## config.mk

```make
export PLATFORM = sky130hd
export DESIGN_NAME = pc_sequencer
export DESIGN_NICKNAME = d
export VERILOG_FILES = /design/src/rtl/pc_sequencer.sv
export SDC_FILE = /design/constraint.sdc
export NUM_CORES = 1
export LEC_CHECK = 0
export ABC_AREA = 1
export CORE_MARGIN = 2
export CORE_UTILIZATION = 50
export CTS_CLUSTER_SIZE = 12
export DETAILED_ROUTE_END_ITERATION = 12
export GPL_TIMING_DRIVEN = 0
export PLACE_DENSITY = 0.95
export SLEW_MARGIN = 20
export SYNTH_ARGS = -nofsm -noshare
export SYNTH_HDL_FRONTEND = slang
export SYNTH_SLANG_ARGS = --single-unit
```

## constraint.sdc

```tcl
create_clock -name clk -period 7.9 [get_ports clk]
set_input_delay 0.79 -clock clk [delete_from_list [all_inputs] [get_ports clk]]
set_output_delay 0.79 -clock clk [all_outputs]
set_load 0.02 [all_outputs]
```

## src/rtl/pc_sequencer.sv

```systemverilog
// pc_sequencer: program-counter register and two-state req/ack instruction-fetch sequencer.
// Build macro PC_SUPERVISOR_EN makes pc[31] a kernel-mode bit that masks IRQ and guards mode changes.
module pc_sequencer (
   input  logic        clk,
   input  logic        reset,
   output logic        imem_req,
   output logic [31:0] imem_addr,
   input  logic        imem_ack,
   input  logic [31:0] imem_data,
   output logic [31:0] instruction,
   output logic        inst_valid,
   input  logic        commit,
   input  logic [2:0]  pc_src,
   input  logic [25:0] jt,
   input  logic [15:0] imm16,
   input  logic        branch_taken,
   input  logic [31:0] jr_target,
   input  logic        irq_in,
   output logic        irq_out,
   output logic [31:0] pc,
   output logic [31:0] pc_plus4
);

   localparam logic [31:0] RESET_PC = 32'h8000_0000;
   localparam logic [31:0] ILLOP    = 32'h8000_0004;
   localparam logic [31:0] XADR     = 32'h8000_0008;

   typedef enum logic [2:0] {
      SRC_SEQ    = 3'd0,
      SRC_BRANCH = 3'd1,
      SRC_JUMP   = 3'd2,
      SRC_JR     = 3'd3,
      SRC_IRQ    = 3'd4,
      SRC_EXC    = 3'd5
   } pc_src_e;

   typedef enum logic {
      FETCH = 1'b0,
      ISSUE = 1'b1
   } state_e;

   state_e      state;
   logic        irq_pend;
   logic        mask;
   logic        commit_now;
   logic [31:0] branch_off;
   logic [31:0] next_pc;

`ifdef PC_SUPERVISOR_EN
   // The kernel bit survives sequential increment; only the low 31 bits count.
   assign pc_plus4 = {pc[31], pc[30:0] + 31'd4};
   assign mask     = pc[31];
`else
   assign pc_plus4 = pc + 32'd4;
   assign mask     = 1'b0;
`endif

   assign imem_addr  = pc;
   assign branch_off = {{14{imm16[15]}}, imm16, 2'b00};
   assign commit_now = (state == ISSUE) && commit;
   assign irq_out    = irq_pend & inst_valid & ~mask;

   always_comb begin
      // NOTE: default assigned first so every path writes next_pc and no latch is inferred.
      next_pc = XADR;
      case (pc_src)
         SRC_SEQ:    next_pc = pc_plus4;
         SRC_BRANCH: next_pc = branch_taken ? pc_plus4 + branch_off : pc_plus4;
         SRC_JUMP:   next_pc = {pc_plus4[31:28], jt, 2'b00};
         SRC_JR:     next_pc = jr_target;
         SRC_IRQ:    next_pc = ILLOP;
         default:    next_pc = XADR;
      endcase
`ifdef PC_SUPERVISOR_EN
      if (pc_src == SRC_BRANCH || pc_src == SRC_JUMP)
         next_pc[31] = pc[31];
      else if (pc_src == SRC_JR)
         next_pc[31] = pc[31] & jr_target[31];
`endif
   end

   // imem_req is held low for one cycle after reset, so a stale ack cannot be taken.
   always_ff @(posedge clk) begin
      if (reset) begin
         // NOTE: non-blocking assignments so all flops update from pre-edge values.
         state       <= FETCH;
         pc          <= RESET_PC;
         instruction <= '0;
         inst_valid  <= 1'b0;
         imem_req    <= 1'b0;
      end else begin
         case (state)
            FETCH: begin
               if (!imem_req) begin
                  imem_req <= 1'b1;
               end else if (imem_ack) begin
                  instruction <= imem_data;
                  imem_req    <= 1'b0;
                  inst_valid  <= 1'b1;
                  state       <= ISSUE;
               end
            end
            ISSUE: begin
               if (commit) begin
                  pc         <= next_pc;
                  inst_valid <= 1'b0;
                  imem_req   <= 1'b1;
                  state      <= FETCH;
               end
            end
            default: state <= FETCH;
         endcase
      end
   end

   // Clear beats set: a level still high re-arms the pending bit one cycle later.
   always_ff @(posedge clk) begin
      if (reset)
         irq_pend <= 1'b0;
      else if (commit_now && pc_src == SRC_IRQ)
         irq_pend <= 1'b0;
      else if (irq_in)
         irq_pend <= 1'b1;
   end

endmodule

```

==> summary.txt <==
overall power -> 1070 µW
die extent in x -> 121 µm
Worst EP arrival -> 4.07 ns
ratio of cells with drive above 1 in the final layout -> 6.82%
status -> finished clean
Post-CTS Setup Repair Bufs -> 0
Crit Path Category -> flop to flop
H-Tree Depth -> 3
Core Region -> 13300 µm²
max cap viols -> 0
worst-margin pin slew -> 0.738 ns
Final Hold Vio Count -> 0
CTS clk-pin slew, worst paths -> 0.06 ns
CTS tree -> done
worst hold path class -> flop to flop
I/O pin cnt -> 246
vias -> 9069
crit-path leading delay family -> simple AND/OR/NAND/NOR gates
Synth cell types -> 47
largest stage delay on the critical path -> 0.67 ns
Req. time, crit path -> 8.13 ns
Starting Density -> 51.6%
DRT antenna net count -> 0
CP max FO -> 9
number of vias per cell -> 5.42
slew margin rel. -> 50.6%
fin nets -> 1642
CP most frequent cell -> nand2_1
DRC viols -> 0
post-synthesis cell count -> 1237
IO buf count -> 243
YS warnings -> 0
final setup fails -> 0
static leakage -> 0.00484 µW
clock sink count -> 68
sequential cell area fraction in the yosys report -> 19.8%
drt total wl -> 29.1 mm
Post-Syn Area -> 6890 µm²
setup slack, reg-to-reg -> 4.06 ns
crit path from -> imem_addr[2]$_SDFFE_PP0P_
R2R cell count -> 19
FF+latch area -> 1360 µm²
CTS resizes -> 0
Slowest cell on crit path -> dfxtp_1
area occupied by multi-input gates -> 4450 µm²
switching power total -> 313 µW
synthesis-to-layout area growth -> 43.1%
Crit path buffers/inverters -> 4
RSZ-0062 raised after global routing -> false
area leader, netlist -> nand2_1
# rows -> 42
Hold Crit Depth -> 2
die footprint -> 14700 µm²
sequential power share -> 34.7%
Routed wire per std cell -> 17.4 µm
clk_skew -> 0.00629 ns
# fillers -> 1090
Crit Reg-Reg Startpoint -> imem_addr[2]$_SDFFE_PP0P_
most frequent cells in the layout -> nand2_1 (427), clkdlybuf4s50_1 (243), inv_1 (171), nor2_1 (151), nand3_1 (78)
Mapped Nets -> 1388
largest cells by area after synthesis -> nand2_1 (23%), dfxtp_1 (20%), inv_1 (9.3%), nor2_1 (8.2%), ha_1 (6.4%)
crit path cell chain -> ha_1 > inv_1 > nor2_4 > inv_2 > nor2_2 > xor2_1 > inv_1 > ha_1 > nand2_1 > inv_1 > nand2_1 > nor4_1 > nand3_1 > nand3_1 > nand3_1 > nand2_1 > nand2_1 > nand2_1 > nand2_1
# hold bufs at CTS -> 0
Total Routing Usage GR -> 39.2%
reg2reg end -> imem_addr[30]$_SDFFE_PP0P_
clock buffer depth -> 2
number of DRC markers in iteration 0 -> 913
power per standard cell area -> 108 nW/µm²
largest net degree at the start of global routing -> 18
WP depth -> 19
Comb power frac -> 25.0%
antenna violations before repair -> 0
CTS root buf -> clkbuf_16
Seq cells post-synth -> 68
Overflow after GRT -> 0
crit path launch type -> flop
drt pass-1 iters -> 6
first-pass GRT wire length -> 45.0 mm
vias in the first global route -> 8706
Int Pwr -> 755 µW
Worst Setup End Kind -> flop
hpwl dp -> 23.2 mm
Final Cycle Share -> 48.6%
placed insts -> 1656
total CTS buffers -> 9
GP Congestion -> 1.03
max frequency -> 260 MHz
Final TNS setup -> 0 ns
Non-Filler Instances -> 1672
antenna cell count -> 0
worst vdd ir -> 179 µV
Mapped Avg Cell Area -> 5.57 µm²
Yosys top cell area share -> 23.3%
share of power burned in the clock network -> 40.3%
end point of the critical path -> imem_addr[30]$_SDFFE_PP0P_
Die Y -> 121 µm
switching part of the total -> 29.3%
Worst-Skew Late Latency -> 0.33 ns
Slew Viols, Final -> 0
commonest non-fill, non-tap cell in the layout -> nand2_1
Final Critical Period -> 3.84 ns
==> power groups by stage <==
stage | sequential [µW] | combinational (µW) | clock (µW)
after global placement | 376 | 254 | 0
after floorplan | 392 | 106 | 0
final | 371 | 267 | 430
after detailed placement | 377 | 257 | 0
after global routing | 372 | 287 | 446
after CTS | 370 | 262 | 428
==> state kept, by name, indices dropped and copies added (netlist names) <==
name         count
instruction     32
irq_pend         1
inst_valid       1
imem_addr       32
state            1
imem_req         1
==> worst register-to-register path, delay by kind of cell (launching register included) <==
| kind | cells | cell delay [ns] |
|---|---|---|
| XOR/XNOR | 1 | 0.27 |
| adder cells (fa/ha/maj) | 2 | 0.74 |
| buffers and inverters | 4 | 0.42 |
| flip-flops | 1 | 0.67 |
| AND/OR/NAND/NOR | 12 | 1.62 |
==> Yosys cell counts (all sizes together) <==
cell type / number
a21o: 1
a21oi: 53
a221oi: 1
a22o: 1
a22oi: 10
a31oi: 1
and2: 2
and3: 1
buf: 38
clkbuf: 27
clkinv: 1
dfxtp: 68
fa: 1
ha: 35
inv: 187
nand2: 434
nand3: 81
nand3b: 1
nand4: 9
nor2: 161
nor3: 18
nor3b: 1
nor4: 2
o2111ai: 2
o211ai: 8
o21a: 2
o21ai: 61
o21bai: 6
o221ai: 1
o22ai: 2
o311a: 1
or2: 4
xnor2: 2
xor2: 14
==> cell type report <==
class / instances / share of cell area, %
multi-input combinational: 916 / 45.1
inverter: 188 / 7.16
tap: 176 / 2.23
buffer: 65 / 3.84
clock buffer: 10 / 2.32
timing repair buffer: 243 / 24.7
clock inverter: 6 / 0.901
sequential: 68 / 13.8
==> stage by stage <==
stage / setup WS, ns / hold slack, ns / utilization [%] / instance area, µm²
final: 4.06 / 0.524 / 73.9 / 9860
after CTS: 4.18 / 0.523 / 73.9 / 9860
after floorplan: 4.90 / 0.488 / - / 6890
after detailed placement: 4.18 / 0.502 / 71.5 / 9540
after global routing: 3.86 / 0.548 / 73.9 / 9860
after global placement: 4.22 / 0.489 / 71.5 / 9540
==> per-layer routing <==
metal | track usage (%) | part of all wire (%)
met5 | 0 | 0
met4 | 17.9 | 4.8
met3 | 6.44 | 9.6
met2 | 66.5 | 47
met1 | 48.5 | 39
==> cells by family (layout without fill, tap and decap cells) <==
family          Yosys count  in the layout  share of synthesized area (%)
flops                    68             68                           19.8
fa+ha+maj                36             36                           6.64
compound gates          150            150                           12.3
buf+inv                 253            512                           15.7
simple gates            714            714                           43.3
xor+xnor                 16             16                           2.25
==> worst min path at each step <==
| stage | from | to | slack [ns] |
|---|---|---|---|
| 3_3_place_gp | instruction[13]$_SDFFE_PP0P_ | instruction[13]$_SDFFE_PP0P_ | 0.49 |
| 4_1_cts | instruction[15]$_SDFFE_PP0P_ | instruction[15]$_SDFFE_PP0P_ | 0.52 |
| 5_1_grt | imem_addr[27]$_SDFFE_PP0P_ | imem_addr[27]$_SDFFE_PP0P_ | 0.55 |
| 3_5_place_dp | instruction[17]$_SDFFE_PP0P_ | instruction[17]$_SDFFE_PP0P_ | 0.50 |
| 2_1_floorplan | state$_SDFF_PP0_ | imem_req$_SDFFE_PP0P_ | 0.49 |
| 6_report | instruction[5]$_SDFFE_PP0P_ | instruction[5]$_SDFFE_PP0P_ | 0.52 |
No activity file was read; power rests on OpenSTA's default activity.
